[src/rtl/uart_frame_tx_pkg.sv]
// Shared constants for the parameter-set UART link.
// Holds the serial bit timing, the frame geometry, the byte index range
// of the parameter register file and the byte-phase type used by the
// frame transmitter. The receive path imports the same package so both
// directions agree on format and index map.
package uart_frame_tx_pkg;

  // 50 MHz clock, 115200 baud
  localparam int UART_CLKS_PER_BIT = 434;

  localparam int         FRAME_NUM_BYTES = 60;
  localparam logic [7:0] FRAME_SYNC_BYTE = 8'hA5;

  // Byte index map of the parameter register file (6-bit index, 0..59 used)
  localparam int         FRAME_IDX_W    = 6;
  localparam logic [5:0] FRAME_IDX_FIRST = 6'd0;
  localparam logic [5:0] FRAME_IDX_LAST  = 6'd59;

  // Which byte of the frame is currently on the line
  typedef enum logic [1:0] {
    PH_HDR  = 2'd0,
    PH_PAY  = 2'd1,
    PH_CSUM = 2'd2
  } frame_phase_t;

  // Running checksum: plain 8-bit sum, wraps silently
  function automatic logic [7:0] csum_add(input logic [7:0] acc, input logic [7:0] b);
    return acc + b;
  endfunction

endpackage

[src/rtl/uart_tx_byte.sv]
// Single-byte UART 8N1 serialiser.
// Ports:
//   clk, reset   clock and synchronous active-high reset
//   load         request to start a byte; honoured only while ready=1
//   data[7:0]    byte to send, sampled on the accepted load edge
//   tx           serial line, idle high
//   ready        high when a load on this edge is accepted: either idle,
//                or in the final clock of the stop bit so the next byte
//                follows without an idle gap
module uart_tx_byte
  import uart_frame_tx_pkg::*;
#(
  parameter int CLKS_PER_BIT = UART_CLKS_PER_BIT
) (
  input  logic       clk,
  input  logic       reset,
  input  logic       load,
  input  logic [7:0] data,
  output logic       tx,
  output logic       ready
);

  localparam int              CNT_W    = (CLKS_PER_BIT > 1) ? $clog2(CLKS_PER_BIT) : 1;
  localparam logic [CNT_W-1:0] CNT_LAST = CNT_W'(CLKS_PER_BIT - 1);

  localparam logic [1:0] ST_IDLE  = 2'd0;
  localparam logic [1:0] ST_START = 2'd1;
  localparam logic [1:0] ST_DATA  = 2'd2;
  localparam logic [1:0] ST_STOP  = 2'd3;

  logic [1:0]       state;
  logic [CNT_W-1:0] bit_cnt;
  logic [2:0]       bit_idx;
  logic [7:0]       shreg;
  logic             bit_end;

  assign bit_end = (bit_cnt == CNT_LAST);
  assign ready   = (state == ST_IDLE) || ((state == ST_STOP) && bit_end);

  // tx is registered so the line never glitches. The shift register moves
  // one bit right per data bit, so tx always takes shreg[1] when advancing.
  always_ff @(posedge clk) begin
    if (reset) begin
      state   <= ST_IDLE;
      bit_cnt <= '0;
      bit_idx <= '0;
      shreg   <= '0;
      tx      <= 1'b1;
    end else if (load && ready) begin
      state   <= ST_START;
      bit_cnt <= '0;
      bit_idx <= '0;
      shreg   <= data;
      tx      <= 1'b0;
    end else begin
      case (state)
        ST_IDLE: begin
          bit_cnt <= '0;
          tx      <= 1'b1;
        end
        ST_START: begin
          if (bit_end) begin
            state   <= ST_DATA;
            bit_cnt <= '0;
            tx      <= shreg[0];
          end else begin
            bit_cnt <= bit_cnt + 1'b1;
          end
        end
        ST_DATA: begin
          if (bit_end) begin
            bit_cnt <= '0;
            if (bit_idx == 3'd7) begin
              state <= ST_STOP;
              tx    <= 1'b1;
            end else begin
              bit_idx <= bit_idx + 3'd1;
              shreg   <= {1'b0, shreg[7:1]};
              tx      <= shreg[1];
            end
          end else begin
            bit_cnt <= bit_cnt + 1'b1;
          end
        end
        ST_STOP: begin
          if (bit_end) begin
            state   <= ST_IDLE;
            bit_cnt <= '0;
          end else begin
            bit_cnt <= bit_cnt + 1'b1;
          end
        end
        default: begin
          state <= ST_IDLE;
          tx    <= 1'b1;
        end
      endcase
    end
  end

endmodule

[src/rtl/uart_frame_tx.sv]
// Frame-level UART transmitter returning the loaded parameter set to the host.
// On start it sends SYNC_BYTE, then NUM_BYTES payload bytes read live
// through rd_idx/rd_data in index order, then an 8-bit payload checksum.
// Ports:
//   clk, reset   clock and synchronous active-high reset
//   start        one-cycle frame request, dropped while busy or done
//   rd_idx[5:0]  byte index into the register-file read mux
//   rd_data[7:0] combinational byte at rd_idx
//   tx           serial line, idle high
//   busy         high while a frame is in flight
//   done         one-cycle pulse on the cycle busy falls
module uart_frame_tx
  import uart_frame_tx_pkg::*;
#(
  parameter int         CLKS_PER_BIT = UART_CLKS_PER_BIT,
  parameter int         NUM_BYTES    = FRAME_NUM_BYTES,
  parameter logic [7:0] SYNC_BYTE    = FRAME_SYNC_BYTE
) (
  input  logic       clk,
  input  logic       reset,
  input  logic       start,
  output logic [5:0] rd_idx,
  input  logic [7:0] rd_data,
  output logic       tx,
  output logic       busy,
  output logic       done
);

  localparam logic [5:0] LAST_IDX = 6'(NUM_BYTES - 1);

  frame_phase_t phase;
  logic [7:0]   checksum;
  logic         pay_last;
  logic         accept;
  logic         byte_end;
  logic         byte_load;
  logic [7:0]   byte_data;
  logic         tx_ready;
  logic         next_is_pay;

  // While busy the serialiser is never idle, so its ready flag marks the
  // last clock of each stop bit: the edge where the next byte must load.
  assign accept      = start && !busy && !done;
  assign byte_end    = busy && tx_ready;
  assign next_is_pay = (phase == PH_HDR) || ((phase == PH_PAY) && !pay_last);

  always_comb begin
    byte_load = 1'b0;
    byte_data = SYNC_BYTE;
    if (accept) begin
      byte_load = 1'b1;
      byte_data = SYNC_BYTE;
    end else if (byte_end && (phase != PH_CSUM)) begin
      byte_load = 1'b1;
      byte_data = next_is_pay ? rd_data : checksum;
    end
  end

  // Frame sequencing. rd_idx saturates at the last index; pay_last then
  // remembers that the final payload byte is on the line so the next
  // byte boundary hands over to the checksum.
  always_ff @(posedge clk) begin
    if (reset) begin
      busy     <= 1'b0;
      done     <= 1'b0;
      rd_idx   <= '0;
      checksum <= '0;
      phase    <= PH_HDR;
      pay_last <= 1'b0;
    end else begin
      done <= 1'b0;
      if (accept) begin
        busy     <= 1'b1;
        phase    <= PH_HDR;
        checksum <= '0;
        rd_idx   <= '0;
        pay_last <= 1'b0;
      end else if (byte_end) begin
        if (phase == PH_CSUM) begin
          busy   <= 1'b0;
          done   <= 1'b1;
          rd_idx <= '0;
          phase  <= PH_HDR;
        end else if (next_is_pay) begin
          phase    <= PH_PAY;
          checksum <= csum_add(checksum, rd_data);
          if (rd_idx == LAST_IDX) begin
            pay_last <= 1'b1;
          end else begin
            rd_idx <= rd_idx + 6'd1;
          end
        end else begin
          phase <= PH_CSUM;
        end
      end
    end
  end

  uart_tx_byte #(
    .CLKS_PER_BIT(CLKS_PER_BIT)
  ) u_tx_byte (
    .clk   (clk),
    .reset (reset),
    .load  (byte_load),
    .data  (byte_data),
    .tx    (tx),
    .ready (tx_ready)
  );

endmodule

[config.mk]
export PLATFORM = sky130hd
export DESIGN_NAME = uart_frame_tx
export DESIGN_NICKNAME = d
export VERILOG_FILES = /design/src/rtl/uart_frame_tx_pkg.sv /design/src/rtl/uart_tx_byte.sv /design/src/rtl/uart_frame_tx.sv
export SDC_FILE = /design/constraint.sdc
export NUM_CORES = 1
export LEC_CHECK = 0
export ABC_AREA = 0
export CAP_MARGIN = 20
export CORE_MARGIN = 5
export CORE_UTILIZATION = 40
export DETAILED_ROUTE_END_ITERATION = 10
export PLACE_DENSITY = 0.6
export SLEW_MARGIN = 10
export SYNTH_ARGS = -nofsm -noshare
export SYNTH_HDL_FRONTEND = slang
export SYNTH_SLANG_ARGS = --single-unit
[constraint.sdc]
create_clock -name clk -period 3.1 [get_ports clk]
set_clock_uncertainty 0.2 [all_clocks]
set_input_delay 0.62 -clock clk [delete_from_list [all_inputs] [get_ports clk]]
set_output_delay 0.62 -clock clk [all_outputs]
set_load 0.02 [all_outputs]
==> impl_metrics.yaml, run 1 <==
routing:
  drc: 0
  postRouteAntennaNets: 0
  top_layer: "met4"
  drt_iter0_drc: 54
  wl_um: 5170
  vias_per_cell: 5.35
  drtPass1Iterations: 4
  met1_length_um: 2570
  dr_wl_met3_um: 258
  wl_per_cell_um: 13.8
  met2WireLength_um: 2270
  via_count: 2002
yosys:
  yosys_most_used_dff: "dfxtp_1"
  synth_area_leaders: "dfxtp_1 (36%), ha_1 (9.1%), nor2_1 (5.8%), a21oi_1 (3.8%), nor3_1 (3.6%)"
  yosys.area.top_type: "dfxtp_1"
  synthCells: 280
  synth_nets: 309
  synthMostInstantiatedCell: "dfxtp_1"
  synthArstFlopShare: 0
  netlist.area_leader.share: 0.358
  synthesis.area_um2: 2350
  synth.avg_cell_area_um2: 8.39
  synth.distinct_cells: 46
  ys_seq_elements: 42
  seq_area_frac_synth: 0.358
  synth_common_cells: "dfxtp_1 (42), nor2_1 (36), a21oi_1 (18)"
  synth_edf_count: 0
  yosys_warnings: 0
die:
  fp.dieW_um: 86.6
  ios: 20
  fp.dieH_um: 86.6
  core_area_um2: 5820
  dieArea_um2: 7510
  initial_utilization: 0.404
  rows: 28
clock_tree:
  cts_tree: "yes"
  cts_root_buf: "clkbuf_8"
  clkSinkCount: 42
  numCtsBuffers: 5
  cts_resized: 0
  postCtsSetupBuffers: 0
  cts.clk_slew.worst_paths_ns: 0.08
  htree_num_levels: 2
  insertion_delay_ns: 0.30
  cts_buffer_depth: 2
  cts_hold_buf: 0
layout:
  diodes: 0
  layoutNonFillerInstCount: 374
  fin_nets: 327
  drive_gt1_frac: 0.0803
  fillers: 593
  area_growth_pct: 17.2
setup_path:
  critical_path.startpoint_type: "input pin"
  path_max_fanout: 3
  worstPathArrival_ns: 2.68
  cp-end-kind: "flop"
  worst-setup-path-type: "input pin to flop"
  critPathRequiredTime_ns: 3.08
timing:
  setup_viol: 0
  setup_tns_ns: 0
  fin_crit_sh: 0.869
  hold_viol: 0
  rsz0062_at_grt: "false"
  whs_ns: 0.280
  period_minus_slack_ns: 2.69
  fmax_ghz: 0.371
  worst_slew_pin_slew_ns: 0.446
  slew_headroom: 0.702
  finalMaxSlewViolations: 0
power:
  leakagePower_nw: 1.07
  power_density_nw_per_um2: 616
  vdd_ir_drop_max_mv: 0.275
placed_design:
  place_congestion: 0.850
  post-place-cells: 366
  port_buffers: 19
  dp_hpwl_um: 3700
global_route:
  grt_pass1_vias: 1886
  grt_antenna_before_repair: 0
  globalRouteOverflowTotal: 0
  grt_max_degree: 21
  grt_pass1_wl_um: 8670
  grt_use_total: 0.143
run:
  cap_violations: 0
run_status:
  outcome: "complete, no violations"
hold_path:
  worstHoldPathType: "flop to flop"
per-stage QoR:
| step | utilization | total power [mW] | cell area (µm²) | setup slack (ns) |
|---|---|---|---|---|
| 3_5_place_dp | 0.450 | 1.18 | 2620 | 0.102 |
| 5_1_grt | 0.474 | 1.80 | 2750 | 0.217 |
| 2_1_floorplan | - | 1.05 | 2350 | 0.785 |
| 4_1_cts | 0.474 | 1.71 | 2750 | 0.417 |
| 3_3_place_gp | 0.450 | 1.18 | 2620 | 0.184 |
| 6_report | 0.474 | 1.70 | 2750 | 0.406 |
final cells by class:
| class | instances | area, µm² | share of cell area |
|---|---|---|---|
| well taps | 75 | 93.8 | 0.0341 |
| multi-input cells | 213 | 1410 | 0.513 |
| flip-flops and latches | 42 | 841 | 0.305 |
| inverters | 13 | 48.8 | 0.0177 |
| clock buffers | 5 | 68.8 | 0.0250 |
| clock inverters | 3 | 68.8 | 0.0250 |
| repair buffers | 23 | 220 | 0.0800 |
layout by cell type, fill, tap and decap left out, drive strengths merged, types with 4 or more instances in the layout:
| cell type | instances |
|---|---|
| nand3 | 10 |
| inv | 13 |
| mux2 | 6 |
| o22a | 4 |
| buf | 4 |
| nor2 | 36 |
| or3 | 5 |
| a211oi | 6 |
| xor2 | 6 |
| nor3 | 17 |
| xnor2 | 6 |
| dfxtp | 42 |
| a21oi | 18 |
| nand2 | 17 |
| a31oi | 5 |
| and3 | 7 |
| nand4 | 5 |
| clkbuf | 5 |
| o21ai | 12 |
| mux2i | 5 |
| ha | 17 |
| clkdlybuf4s50 | 19 |
kinds of logic after synthesis:
| logic type | after synthesis | synth area share |
|---|---|---|
| and+or+nand+nor | 114 | 0.250 |
| AOI/OAI and AO/OA | 58 | 0.158 |
| DFF | 42 | 0.358 |
| buffers and inverters | 25 | 0.0410 |
| adders and majority gates | 18 | 0.0990 |
| xor gates and xnor gates | 12 | 0.0447 |
| muxes | 11 | 0.0501 |
critical path: stages:
cell and delay [ns]:
clkdlybuf4s50_1 0.48, ha_1 0.17, inv_1 0.06, fa_1 0.38
nand2b_1 0.17, a21boi_0 0.30, o21ai_0 0.17, a211oi_1 0.24
o31ai_1 0.08
layer usage:
metal	up-vias	global-route usage
li1	1034	-
met1	918	0.186
met2	42	0.225
met3	8	0.0418
met4	0	0.0524
met5	-	0
worst paths after layout:
path	cells past startpoint	end	startpoint	slack, ns
max	9	checksum[6]	rd_data[0]	0.41
min	2	checksum[0]	checksum[0]	0.28
max reg2reg	5	checksum[7]	u_tx_byte.bit_cnt[3]	0.72
min reg2reg	2	checksum[0]	checksum[0]	0.28
sequential cells by signal (all words and copies together), names as in the netlist, 2 cells and up:
name and cells:
checksum 8, phase 2, rd_idx 6, u_tx_byte.bit_cnt 9, u_tx_byte.bit_idx 3, u_tx_byte.shreg 8, u_tx_byte.state 2
power by group:
group,internal [mW],total [mW],switching (mW)
sequential,0.605,0.653,0.0482
combinational,0.222,0.521,0.300
clock,0.323,0.522,0.200
Power figures use the tool's default switching activity.
==> run 2: changes to the inputs <==
- DONT_BUFFER_PORTS: default -> 1
- PLACE_DENSITY: 0.6 -> default
- PLACE_DENSITY_LB_ADDON: default -> 0.1
==> run 2 against run 1 <==
- clock power fell by 29%
- setup slack improved by 0.32 ns
- power fell by 11%
- maximum frequency rose by 13%
- non-clock buffer count fell by 20
- sequential cell count did not move
- cell area fell by 8.9%
- critical path depth fell by 4
- largest power group unchanged
==> impl_metrics.yaml, run 2 (same netlist as run 1, synthesis figures left out) <==
run:
  cap_violations: 0
layout:
  largest_reg_flops: 9
  layoutNonFillerInstCount: 354
  final_cell_area_um2: 2510
  drive_gt1_frac: 0.0789
  fin_nets: 307
  top_register: "u_tx_byte.bit_cnt"
  mostFrequentLayoutCell: "dfxtp_1"
  most-common-layout-cells: "dfxtp_1 (42), nor2_1 (36), a21oi_1 (18)"
  fillers: 612
  diodes: 0
  reg_top3: "u_tx_byte.bit_cnt (9), checksum (8), u_tx_byte.shreg (8)"
  post-route-util: 0.432
  area_growth_pct: 6.82
die:
  core_area_um2: 5820
  dieArea_um2: 7510
  fp.dieH_um: 86.6
  rows: 28
  ios: 20
  fp.dieW_um: 86.6
  initial_utilization: 0.404
setup_path:
  cp_slowest_cell: "or4_1"
  worstPathArrival_ns: 2.40
  worst-path-buf-inv: 0
  crit_chain: "nor4b_4, a31o_4, nand3_2, or4_1, a21oi_1"
  path_delay_family: "simple AND/OR/NAND/NOR gates"
  critical_path.startpoint_type: "flop"
  critPathRequiredTime_ns: 3.13
  worst-setup-path-type: "flop to flop"
  path_max_fanout: 12
  cp-end-kind: "flop"
  slowest_delay_ns: 0.59
timing:
  rsz0062_at_grt: "false"
  period_minus_slack_ns: 2.38
  slew_headroom: 0.542
  whs_ns: 0.191
  fin_ws_ns: 0.724
  fin_crit_sh: 0.767
  setup_tns_ns: 0
  fmax_ghz: 0.421
  finalMaxSlewViolations: 0
  setup_viol: 0
  worst_slew_pin_slew_ns: 0.687
  hold_viol: 0
routing:
  drtPass1Iterations: 6
  via_count: 1914
  drc: 0
  wl_um: 5010
  drt_iter0_drc: 72
  wl_per_cell_um: 14.1
  vias_per_cell: 5.41
  postRouteAntennaNets: 0
global_route:
  globalRouteOverflowTotal: 0
  grt_pass1_wl_um: 8960
  grt_max_degree: 21
  grt_use_total: 0.146
  grt_antenna_before_repair: 0
  grt_pass1_vias: 1918
clock_tree:
  postCtsSetupBuffers: 0
  cts.clk_slew.worst_paths_ns: 0.08
  cts_tree: "yes"
  clkSinkCount: 42
  htree_num_levels: 2
  cts_resized: 0
  cts_root_buf: "clkbuf_8"
  cts_hold_buf: 0
  insertion_delay_ns: 0.29
  numCtsBuffers: 5
  cts_buffer_depth: 2
power:
  vdd_ir_drop_max_mv: 0.192
  power_density_nw_per_um2: 599
  finalPower_mw: 1.50
  leakagePower_nw: 0.971
run_status:
  outcome: "complete, no violations"
hold_path:
  worstHoldPathType: "input pin to flop"
placed_design:
  place_congestion: 0.797
  placed_area_um2: 2420
  post-place-cells: 346
  dp_hpwl_um: 3710
  port_buffers: 0
  place_ws_ns: 0.581
## run 2: cell types whose count changed in the layout (fill, tap and decap cells not counted)
cell / delta
clkdlybuf4s50_1: -19
bufinv_16: -2
buf_4: -1
clkbuf_1: +1
clkbuf_8: +1
clkinv_2: +1
clkinv_4: -1
## run 2: cell type report
class	count	area (µm²)	share of cell area
clock inverters	1	5.00	0.00199
flip-flops and latches	42	841	0.335
inverters	13	48.8	0.0194
clock buffers	7	86.3	0.0344
well taps	75	93.8	0.0374
repair buffers	3	22.5	0.00897
multi-input cells	213	1410	0.563
## run 2: path summary, 6_finish.rpt
| kind | slack [ns] | endpoint | depth (start not counted) | startpoint |
|---|---|---|---|---|
| max reg2reg | 0.72 | checksum[7] | 5 | u_tx_byte.bit_cnt[3] |
| max | 0.72 | checksum[7] | 5 | u_tx_byte.bit_cnt[3] |
| min | 0.19 | u_tx_byte.shreg[7] | 1 | reset |
| min reg2reg | 0.27 | u_tx_byte.bit_cnt[0] | 1 | u_tx_byte.bit_cnt[0] |
## run 2: power by group
part	total, mW	leakage, nW	switching (mW)	internal (mW)
Clock	0.372	0.0482	0.192	0.180
Sequential	0.665	0.342	0.0603	0.605
Combinational	0.466	0.581	0.272	0.193
## run 2: per-layer routing
layer	vias to the layer above	GRT usage	wire length (µm)
met4	0	0.0453	89
met2	32	0.225	2140
li1	995	-	-
met3	7	0.0437	253
met5	-	0	0
met1	880	0.198	2520
==> run 3: changes to the inputs <==
- clock period: 3.1 -> 2.4 ns (I/O delays scaled with it)
==> run 3 against run 2 <==
- sequential power grew 28%
- critical path depth grew 1
- via count grew 2.9%
- global-route usage is essentially flat
- critical endpoint unchanged
- largest power group unchanged
==> impl_metrics.yaml, run 3 (same netlist as run 1, synthesis figures left out) <==
setup_path:
  critical_path.startpoint_type: "flop"
  worst-setup-path-type: "flop to flop"
  path_delay_family: "simple AND/OR/NAND/NOR gates"
  worstPathArrival_ns: 2.21
  cp-end-kind: "flop"
  crit_chain: "ha_1, and4_1, a31o_4, nand3_2, or4_1, a21oi_1"
  critPathRequiredTime_ns: 2.42
  path_max_fanout: 7
  cp_slowest_cell: "or4_1"
  slowest_delay_ns: 0.54
  worst-path-buf-inv: 0
layout:
  mostFrequentLayoutCell: "dfxtp_1"
  fin_nets: 317
  drive_gt1_frac: 0.114
  reg_top3: "u_tx_byte.bit_cnt (9), checksum (8), u_tx_byte.shreg (8)"
  top_register: "u_tx_byte.bit_cnt"
  most-common-layout-cells: "dfxtp_1 (42), nor2_1 (36), a21oi_1 (18)"
  final_cell_area_um2: 2610
  area_growth_pct: 10.9
  largest_reg_flops: 9
  fillers: 616
  diodes: 0
  layoutNonFillerInstCount: 364
routing:
  drc: 0
  wl_um: 5090
  drtPass1Iterations: 4
  via_count: 1970
  wl_per_cell_um: 14.0
  vias_per_cell: 5.41
  drt_iter0_drc: 90
  postRouteAntennaNets: 0
die:
  dieArea_um2: 7510
  ios: 20
  core_area_um2: 5820
  initial_utilization: 0.404
  rows: 28
  fp.dieW_um: 86.6
  fp.dieH_um: 86.6
timing:
  setup_tns_ns: 0
  finalMaxSlewViolations: 0
  hold_viol: 0
  slew_headroom: 0.708
  worst_slew_pin_slew_ns: 0.436
  rsz0062_at_grt: "false"
  fmax_ghz: 0.458
  period_minus_slack_ns: 2.18
  fin_crit_sh: 0.909
  whs_ns: 0.0565
  setup_viol: 0
clock_tree:
  cts.clk_slew.worst_paths_ns: 0.09
  numCtsBuffers: 5
  cts_buffer_depth: 2
  cts_tree: "yes"
  cts_hold_buf: 0
  clkSinkCount: 42
  cts_resized: 0
  htree_num_levels: 2
  postCtsSetupBuffers: 0
  cts_root_buf: "clkbuf_8"
  insertion_delay_ns: 0.29
run_status:
  outcome: "complete, no violations"
global_route:
  globalRouteOverflowTotal: 0
  grt_antenna_before_repair: 0
  grtUsageMet1: 0.192
  grt_pass1_wl_um: 8890
  use_met2: 0.239
  grt.met3_usage: 0.0418
  grt_use_total: 0.147
  grt.busiest_layer: "met2"
  grt_max_degree: 19
  grt_pass1_vias: 1920
power:
  leakagePower_nw: 1.03
  power_density_nw_per_um2: 793
  vdd_ir_drop_max_mv: 0.446
placed_design:
  placed_area_um2: 2490
  place_congestion: 0.771
  post-place-cells: 356
  port_buffers: 0
  dp_hpwl_um: 3850
hold_path:
  worstHoldPathType: "input pin to flop"
run:
  cap_violations: 0
## run 3: cell types whose count changed in the layout (fill, tap and decap cells not counted)
cell / change
bufinv_16: +1
a21boi_1: +1
buf_4: +10
a21boi_0: -1
clkbuf_1: -1
inv_6: +1
clkbuf_8: -1
## run 3: area by class of cell
| cell class | instances | area [µm²] | area share |
|---|---|---|---|
| multi-input cells | 213 | 1410 | 0.542 |
| repair buffers | 13 | 97.6 | 0.0374 |
| flip-flops and latches | 42 | 841 | 0.323 |
| well taps | 75 | 93.8 | 0.0360 |
| clock inverters | 3 | 43.8 | 0.0168 |
| inverters | 13 | 48.8 | 0.0187 |
| clock buffers | 5 | 68.8 | 0.0264 |
## run 3: routing by layer
metal | share of wire | vias up
li1 | - | 1013
met1 | 0.49 | 918
met2 | 0.44 | 35
met3 | 0.057 | 4
met4 | 0.0075 | 0
met5 | 0 | -
## run 3: stage by stage
step,setup WS [ns],power (mW),utilization
detailed placement,0.0475,1.52,0.429
global placement,0.119,1.52,0.429
global route,0.0458,2.23,0.448
floorplan,0.225,1.35,-
finish,0.218,2.07,0.448
CTS,0.153,2.09,0.448
## run 3: worst paths after layout
path                         from                    to  slack [ns]  cells after the start
max          u_tx_byte.bit_cnt[0]           checksum[7]        0.22                      6
min                         reset    u_tx_byte.state[1]        0.06                      1
max reg2reg  u_tx_byte.bit_cnt[0]           checksum[7]        0.22                      6
min reg2reg  u_tx_byte.bit_cnt[0]  u_tx_byte.bit_cnt[0]        0.27                      1
## run 3: power breakdown
part / total (mW) / switching (mW) / internal [mW]
logic: 0.648 / 0.369 / 0.279
clock network: 0.568 / 0.256 / 0.312
registers: 0.849 / 0.0675 / 0.782
